--- src/rtl/instr_fetch_unit_pkg.sv ---
// -----------------------------------------------------------------------------
// instr_fetch_unit_pkg
//   Shared architectural definitions for the fetch stage: datapath width, the
//   NOP encoding, the instruction type field, and the prefetch queue entry
//   layout ({instr, pc}, 64 bits).
// -----------------------------------------------------------------------------
package instr_fetch_unit_pkg;

  localparam int unsigned XLEN = 32;

  typedef logic [XLEN-1:0] word_t;

  // All-zero word decodes as a NOP; presented whenever nothing valid issues.
  localparam word_t NOP = 32'h0000_0000;

  // Instruction type field position.
  localparam int unsigned ITYPE_HI = 31;
  localparam int unsigned ITYPE_LO = 27;
  localparam int unsigned ITYPE_W  = ITYPE_HI - ITYPE_LO + 1;

  // One prefetch queue entry; instr occupies the upper half.
  typedef struct packed {
    word_t instr;
    word_t pc;
  } fetch_entry_t;

  localparam int unsigned ENTRY_W = $bits(fetch_entry_t);

  function automatic logic [ITYPE_W-1:0] instr_type(input word_t instr);
    return instr[ITYPE_HI:ITYPE_LO];
  endfunction

endpackage

--- src/rtl/instr_fetch_unit_fifo.sv ---
// -----------------------------------------------------------------------------
// fetch_fifo
//   Synchronous circular FIFO holding prefetched {instr, pc} entries.
//   Ports:
//     clk, rst        clock, asynchronous active-low reset
//     flush           synchronous clear; wins over push and pop
//     push, push_data write an entry at the tail (ignored when full)
//     pop             retire the head entry (ignored when empty)
//     count           occupied entries, 0..DEPTH
//     head_data       oldest entry, combinational; undefined when count == 0
// -----------------------------------------------------------------------------
module fetch_fifo
  import instr_fetch_unit_pkg::*;
#(
  parameter int unsigned DEPTH = 4,
  parameter int unsigned PTR_W = 2,
  parameter int unsigned WIDTH = ENTRY_W
) (
  input  logic             clk,
  input  logic             rst,
  input  logic             flush,
  input  logic             push,
  input  logic [WIDTH-1:0] push_data,
  input  logic             pop,
  output logic [PTR_W:0]   count,
  output logic [WIDTH-1:0] head_data
);

  localparam logic [PTR_W:0] FULL_CNT = (PTR_W + 1)'(DEPTH);

  logic [WIDTH-1:0] entries_q [DEPTH];
  logic [PTR_W-1:0] head_q, head_d;
  logic [PTR_W-1:0] tail_q, tail_d;
  logic [PTR_W:0]   count_q, count_d;
  logic             do_push;
  logic             do_pop;

  assign do_push = push && (count_q != FULL_CNT) && !flush;
  assign do_pop  = pop  && (count_q != '0)       && !flush;

  // NOTE: every _d gets its hold value first, so no branch can leave one
  // unassigned and infer a latch.
  always_comb begin
    head_d  = head_q;
    tail_d  = tail_q;
    count_d = count_q;
    if (flush) begin
      head_d  = '0;
      tail_d  = '0;
      count_d = '0;
    end else begin
      // DEPTH is a power of two, so the natural pointer wrap is mod DEPTH.
      if (do_push) tail_d = tail_q + PTR_W'(1);
      if (do_pop)  head_d = head_q + PTR_W'(1);
      case ({do_push, do_pop})
        2'b10:   count_d = count_q + (PTR_W + 1)'(1);
        2'b01:   count_d = count_q - (PTR_W + 1)'(1);
        default: count_d = count_q;
      endcase
    end
  end

  // NOTE: state updates use non-blocking assignments so every flop samples
  // the pre-edge value of its neighbours, regardless of statement order.
  always_ff @(posedge clk or negedge rst) begin
    if (!rst) begin
      head_q  <= '0;
      tail_q  <= '0;
      count_q <= '0;
    end else begin
      head_q  <= head_d;
      tail_q  <= tail_d;
      count_q <= count_d;
    end
  end

  // NOTE: the storage array has no reset; count/pointers decide which slots
  // are meaningful, so stale contents are never observed.
  always_ff @(posedge clk) begin
    if (do_push) entries_q[tail_q] <= push_data;
  end

  assign count     = count_q;
  assign head_data = entries_q[head_q];

endmodule

--- src/rtl/instr_fetch_unit.sv ---
// -----------------------------------------------------------------------------
// instr_fetch_unit
//   Pipelined fetch stage in front of the issue register. Reads instructions
//   through memory port 0 (one-cycle read latency), buffers them with their PC
//   in a DEPTH-entry prefetch queue, and presents the oldest to decode through
//   a valid/ready handshake. A jump redirect flushes everything and refetches.
//   Ports:
//     clk, rst                     clock, asynchronous active-low reset
//     mem_req, mem_raddr           read request / word address (= fetch_pc)
//     mem_rdata                    read data, valid the cycle after mem_req
//     issue_valid/instr/pc         queue head to decode (NOP / 0 when invalid)
//     issue_ready                  decode accepts the head this cycle
//     redirect_valid/addr          taken jump and its target word address
//     busy_count                   occupied queue entries (debug)
// -----------------------------------------------------------------------------
module instr_fetch_unit
  import instr_fetch_unit_pkg::*;
#(
  parameter int unsigned DEPTH    = 4,
  parameter int unsigned PTR_W    = 2,
  parameter logic [31:0] RESET_PC = 32'h0
) (
  input  logic             clk,
  input  logic             rst,
  output logic             mem_req,
  output logic [31:0]      mem_raddr,
  input  logic [31:0]      mem_rdata,
  output logic             issue_valid,
  output logic [31:0]      issue_instr,
  output logic [31:0]      issue_pc,
  input  logic             issue_ready,
  input  logic             redirect_valid,
  input  logic [31:0]      redirect_addr,
  output logic [PTR_W:0]   busy_count
);

  localparam logic [PTR_W+1:0] CREDIT_LIMIT = (PTR_W + 2)'(DEPTH);

  word_t            fetch_pc_q, fetch_pc_d;
  word_t            req_pc_q,   req_pc_d;
  logic             inflight_q, inflight_d;
  logic             squash_q,   squash_d;

  logic [PTR_W:0]   count;
  logic [PTR_W+1:0] credit;
  logic             push;
  logic             pop;
  fetch_entry_t     push_entry;
  fetch_entry_t     head_entry;

  // Occupied slots plus the response still on its way: requesting only while
  // this is below DEPTH guarantees every response has a slot to land in.
  assign credit = {1'b0, count} + {{(PTR_W + 1){1'b0}}, inflight_q};

  // rst gates the request so the port is quiet while reset is held.
  assign mem_req   = rst && !redirect_valid && (credit < CREDIT_LIMIT);
  assign mem_raddr = fetch_pc_q;

  // A response is dropped if it belongs to a squashed request or a redirect
  // is flushing the queue in the cycle it arrives.
  assign push             = inflight_q && !squash_q && !redirect_valid;
  assign push_entry.instr = mem_rdata;
  assign push_entry.pc    = req_pc_q;

  assign issue_valid = (count != '0) && !redirect_valid;
  assign pop         = issue_valid && issue_ready;
  assign issue_instr = issue_valid ? head_entry.instr : NOP;
  assign issue_pc    = issue_valid ? head_entry.pc    : '0;
  assign busy_count  = count;

  always_comb begin
    fetch_pc_d = fetch_pc_q;
    req_pc_d   = req_pc_q;
    inflight_d = inflight_q;
    squash_d   = squash_q;
    if (redirect_valid) begin
      // Last redirect wins: each one simply overwrites the fetch address.
      fetch_pc_d = redirect_addr;
      squash_d   = inflight_q;
      inflight_d = 1'b0;
    end else if (mem_req) begin
      fetch_pc_d = fetch_pc_q + 32'd1;
      req_pc_d   = fetch_pc_q;
      inflight_d = 1'b1;
      squash_d   = 1'b0;
    end else begin
      inflight_d = 1'b0;
    end
  end

  // Clearing inflight on reset discards any response still in the memory pipe.
  always_ff @(posedge clk or negedge rst) begin
    if (!rst) begin
      fetch_pc_q <= RESET_PC;
      req_pc_q   <= '0;
      inflight_q <= 1'b0;
      squash_q   <= 1'b0;
    end else begin
      fetch_pc_q <= fetch_pc_d;
      req_pc_q   <= req_pc_d;
      inflight_q <= inflight_d;
      squash_q   <= squash_d;
    end
  end

  fetch_fifo #(
    .DEPTH (DEPTH),
    .PTR_W (PTR_W),
    .WIDTH (ENTRY_W)
  ) u_fetch_fifo (
    .clk       (clk),
    .rst       (rst),
    .flush     (redirect_valid),
    .push      (push),
    .push_data (push_entry),
    .pop       (pop),
    .count     (count),
    .head_data (head_entry)
  );

endmodule

--- config.mk ---
export PLATFORM = sky130hd
export DESIGN_NAME = instr_fetch_unit
export DESIGN_NICKNAME = d
export VERILOG_FILES = /design/src/rtl/instr_fetch_unit_pkg.sv /design/src/rtl/instr_fetch_unit_fifo.sv /design/src/rtl/instr_fetch_unit.sv
export SDC_FILE = /design/constraint.sdc
export NUM_CORES = 1
export LEC_CHECK = 0
export CORE_ASPECT_RATIO = 1.2
export CORE_MARGIN = 2
export CORE_UTILIZATION = 63
export CTS_CLUSTER_SIZE = 20
export DETAILED_ROUTE_END_ITERATION = 12
export DONT_BUFFER_PORTS = 1
export PLACE_DENSITY = 0.79
export SLEW_MARGIN = 10
export SYNTH_ARGS = -nofsm -noshare
export SYNTH_HDL_FRONTEND = slang
export SYNTH_SLANG_ARGS = --single-unit
--- constraint.sdc ---
create_clock -name clk -period 4.5 [get_ports clk]
set_input_delay 1.125 -clock clk [delete_from_list [all_inputs] [get_ports clk]]
set_output_delay 1.125 -clock clk [all_outputs]
set_load 0.02 [all_outputs]
Yosys cells after proc, flatten, opt, wreduce, memory -nomap -nowiden --
Memories as Yosys holds them, arrays and structs flattened. Cells that the tools add are included.
Storage, ports and cells: input bits 68, logic and storage cells 53, memories kept 1, memory bits (writable) 256, flip-flop bits (word level) 73, output and inout bits 101
Cells by class: magnitude comparators 1, $add $sub $neg 6, equality and inequality tests 3, mux-type cells 16, bitwise logic cells 1, reduce and logical (&&, ||, !) cells 18
Memories:
- u_fetch_fifo.entries_q | depth 4, width 64, rd ports 1, clocked after memory_dff 0, wr ports 1, RTL line instr_fetch_unit_fifo.sv:31 | logic [WIDTH-1:0] entries_q [DEPTH];
Operators with widths (count):
- 32-bit two-way mux | 4
- 32-bit by 1-bit adder with 32-bit output (second input constant) | 1
- 1-bit logical AND | 10
- 2-bit two-way mux | 4
- 1-bit two-way mux | 6
- 3-bit one-hot mux with 2 select lines | 1
- 2-bit nonzero test | 3
- 3-bit nonzero test | 2
- 2-bit by 1-bit adder with 2-bit output (second input constant) | 2
- 3-bit by 1-bit adder with 4-bit output | 1
- 4-bit by 3-bit < comparator with 1-bit output (second input constant) | 1
- 3-bit by 1-bit adder with 3-bit output (second input constant) | 1
- 3-bit two-way mux | 1
- 3-bit inequality test (second input constant) | 1
- 3-bit by 1-bit subtractor with 3-bit output (second input constant) | 1
- 2-bit by 1-bit equality test with 1-bit output (second input constant) | 1
- 2-bit equality test (second input constant) | 1
- 1-bit zero test | 2
- 2-bit AND reduction | 1
- 1-bit inverter | 1

Longest topological paths before layout --
depth after elaboration 8, mapped depth 11, mapped depth without buffers 10

Modules after synthesis --
A second synthesis with hierarchy kept.
Unflattened totals: cells, all modules 844, area, all modules 13469.2 um2
Modules (own cells, without submodules):
- fetch_fifo | area an instance 9806.9 um2, sequential area each 7862.5 um2, instances 1, cells each 400
- instr_fetch_unit | area an instance 3662.3 um2, sequential area each 1651.6 um2, instances 1, cells each 444

Least setup slack after synthesis --
OpenSTA, ideal clock, no wires.
path kind input port to flip-flop, from in redirect_valid, to mem u_fetch_fifo.entries_q[0][0] (netlist name), enable pin, arrival time 3045 ps, path buffers 1, path slack 1026 ps, required time 4071 ps, stages 3, library setup time 429 ps, cell sequence clkbuf_1 nor2_1 and2_1
Between the ends: word-level cells in the longest chain between the ends 6
Ends and longest elaborated chain:
- start: declaration | RTL line instr_fetch_unit.sv:32 | input logic redirect_valid,
- 1-bit zero test (*) | RTL line instr_fetch_unit_fifo.sv:38, instr_fetch_unit.sv:61
- 1-bit logical AND | RTL line instr_fetch_unit.sv:61 | assign push = inflight_q && !squash_q && !redirect_valid;
- 1-bit logical AND | RTL line instr_fetch_unit_fifo.sv:38 | assign do_push = push && (count_q != FULL_CNT) && !flush;
- 1-bit logical AND (*) | RTL line instr_fetch_unit_fifo.sv:38
- 1-bit two-way mux (*) | RTL line instr_fetch_unit_fifo.sv:80 | if (do_push) entries_q[tail_q] <= push_data;
- 1-bit two-way mux (implied by the code) (*) | RTL line instr_fetch_unit_fifo.sv:80
- end: declaration | RTL line instr_fetch_unit_fifo.sv:31
Every way passes the cells marked *; elsewhere a longest branch is shown, timed or not.

Worst setup path after layout --
from reg u_fetch_fifo.head_q[0], to out issue_pc[4]
Between the ends: word-level cells in the longest chain between the ends 2
Ends and longest elaborated chain:
- start: declaration | RTL line instr_fetch_unit_fifo.sv:32 | logic [PTR_W-1:0] head_q, head_d;
- start signal: assignment | RTL line instr_fetch_unit_fifo.sv:67 | head_q <= '0;
- start signal: assignment | RTL line instr_fetch_unit_fifo.sv:71 | head_q <= head_d;
- memory 4 x 64 bit
- 32-bit two-way mux | RTL line instr_fetch_unit.sv:68 | assign issue_pc = issue_valid ? head_entry.pc : '0;
- end: declaration | RTL line instr_fetch_unit.sv:30 | output logic [31:0] issue_pc,
No other way between the ends.

==> reports/qor.csv <==
metric,value,unit
outcome,"complete, no violations",
slew_viol_final,0,
cp_num_buf_inv,1,
nets,892,
rows,58,
maxCapViolCount,0,
cts_tree,yes,
area_delta_synth_final,10.5,%
fp.dieH,163,um
place.gp.congestion,0.862,
vdd_drop_max,0.382,mV
postCtsSetupBuffers,0,
grt-ovfl-total,0,
fmax,0.268,GHz
power.internal,5300,uW
syn_inst,818,
cts.hold.buffers_added,0,
worstHoldPathType,in -> async,
r2r_slack,1.40,ns
clock_skew,0.0170,ns
grt_pass1_wl,41100,um
die_w,136,um
vias_per_cell,6.24,
crit_fanout,36,
antenna_found_initial,0,
wl_per_cell,23.5,um
hold_viol,0,
relSlewSlack,33.0,%
io-pin-count,169,
vias,6938,
insertion_delay,0.56,ns
seq_power_share,53.6,%
p_sw_share,21.8,%
initial_core_util,63.6,%
start_kind,register,
drive_gt1_share,16.5,%
htree_levels,1,
seq_area,9520,um2
p_leak,0.00504,uW
p_sw,1480,uW
core-area,20800,um2
cts_buffers,30,
grt_max_degree,76,
drt_iter0_drc,514,
post_cts_resized,0,
crit_slowest_cell,dfrtp_4,
clockBufferDepth,3,
dr.pass1.iters,5,
layout_min_cycle_time,3.74,ns
ys_seq_elements,329,
grt_setup_unrepaired,no,
synthFlopType,edfxtp_1,
dpl.hpwl,15900,um
comb_power_share,5.6,%
yosysWarnings,0,
crit_chain,buf_4 > mux4_2 > and2_1,
synth_edf_count,256,
crit_type,reg -> out,
grt_pass1_vias,7419,
drc,0,
worst_pin_slew,1.00,ns
cp.arrival,2.61,ns
numClockSinks,329,
final_common_cell,edfxtp_1,
synth_cell_types,46,
synth_area,13200,um2
grt_use_total,24.5,%
synth_fp_nets,892,
max_stage_delay,0.88,ns
pwr-share-clk,40.8,%
async_flop_share,22.2,%
n_fill_cell,1312,
setup_viol,0,
io_buffers,0,
crit_family,flip-flops,
multi_input_area,3550,um2
cp-end-kind,primary output,
seq_area_frac_synth,71.9,%
fp.dieArea,22200,um2
ant_nets,0,
required,3.38,ns
avgSynthCellArea,16.2,um2
antenna_cells,0,
fin_area,14600,um2
final_cell_mix,"edfxtp_1 (256), nand2_1 (138), dfrtp_1 (71)",
root_buffer,clkbuf_16,
wirelength,26200,um
clk_pin_slew,0.06,ns
p_per_area,463,nW/um2
setup_tns,0,ns
finalCritPeriodShare,83.0,%
dpl_cell_area,13500,um2
[per-layer routing]
metal	routed length, um	global-route usage (%)
met4	625	7.24
met2	14000	43.4
met1	9480	29.6
met3	2060	6.22
met5	0	0
[sequential cells by signal (all words and copies together) (netlist names)]
register	flops
u_fetch_fifo.entries_q	256
mem_raddr	32
req_pc_q	32
u_fetch_fifo.count	3
u_fetch_fifo.head_q	2
u_fetch_fifo.tail_q	2
inflight_q	1
squash_q	1
[worst reg2reg max path, stage by stage, from the launching register on]
cell and delay (ns):
dfrtp_1 0.59, or2_2 0.42, o21a_2 0.36, buf_4 0.28, nand2_1 0.23, nor2_1 0.08
fa_1 0.42, nor4bb_1 0.16, a31oi_1 0.15, o22ai_1 0.11, a21oi_1 0.14, nor2_1 0.05
[synthesized netlist by cell type, drive strengths merged, types with 2 or more instances]
cell | n | share of area, %
mux2 | 2 | 0.17
nand4 | 9 | 0.43
o31a | 2 | 0.13
a31oi | 7 | 0.33
nand3b | 2 | 0.11
nor2b | 3 | 0.14
clkbuf | 37 | 1.0
mux2i | 2 | 0.15
and4 | 4 | 0.26
o31ai | 2 | 0.11
or3 | 4 | 0.19
nand2b | 4 | 0.19
inv | 7 | 0.20
mux4 | 64 | 11
or4 | 3 | 0.20
o211ai | 5 | 0.28
nor4 | 9 | 0.43
o21a | 2 | 0.11
dfrtp | 73 | 14
and3 | 6 | 0.32
xnor2 | 12 | 0.79
xor2 | 12 | 0.79
o311ai | 2 | 0.13
and2 | 68 | 3.2
a21oi | 3 | 0.11
ha | 5 | 0.47
nor2 | 10 | 0.28
nand3 | 22 | 0.83
buf | 5 | 0.18
edfxtp | 256 | 58
o21ai | 28 | 1.1
nand2 | 138 | 3.9
nor3 | 2 | 0.076
[through the flow]
| stage | instances | power, uW | hold slack (ns) | util, % | worst slack (ns) |
|---|---|---|---|---|---|
| 6_report | 1112 | 6780 | 0.270 | 70.2 | 0.763 |
| 2_1_floorplan | 818 | 3950 | 0.476 | - | 1.03 |
| 5_1_grt | 1112 | 6990 | 0.235 | 70.2 | 0.585 |
| 3_3_place_gp | 1056 | 4040 | 0.486 | 64.9 | 1.15 |
| 4_1_cts | 1112 | 6820 | 0.236 | 70.2 | 0.649 |
| 3_5_place_dp | 1056 | 4070 | 0.499 | 64.9 | 1.12 |
[cells by family (layout without fill, tap and decap cells)]
group | after synthesis | in the layout | synth area share, %
flip-flops | 329 | 329 | 71.9
AND/OR/NAND/NOR | 288 | 288 | 10.8
multiplexers | 68 | 68 | 11.2
AO/OA/AOI/OAI | 54 | 54 | 2.45
buffers and inverters | 49 | 73 | 1.43
XOR/XNOR | 24 | 24 | 1.59
adder cells (fa/ha/maj) | 6 | 6 | 0.624
[final cells by class]
class / instances / share of cell area (%)
clock inverter: 14 / 1.69
inverter: 7 / 0.180
sequential: 329 / 65.1
multi-input combinational: 440 / 24.2
timing repair buffer: 10 / 0.599
clock buffer: 42 / 5.92
tap: 270 / 2.31
[power groups by stage]
stage | combinational (uW) | sequential, uW | clock (uW)
floorplan | 331 | 3620 | 0
global placement | 369 | 3680 | 0
detailed placement | 382 | 3690 | 0
CTS | 386 | 3630 | 2810
global route | 418 | 3650 | 2930
finish | 380 | 3630 | 2770
[final timing paths]
path	endpoint	depth (start not counted)	from
max in group asynchronous	u_fetch_fifo.head_q[0]	0	rst
hold / removal	mem_raddr[14]	0	rst
min in group clk	u_fetch_fifo.entries_q[2][31]	0	req_pc_q[31]
setup / recovery	issue_pc[4]	3	u_fetch_fifo.head_q[0]
hold reg to reg	u_fetch_fifo.entries_q[2][31]	0	req_pc_q[31]
setup reg to reg	u_fetch_fifo.count[2]	11	u_fetch_fifo.count[1]
(Power assumes the default switching activity.)
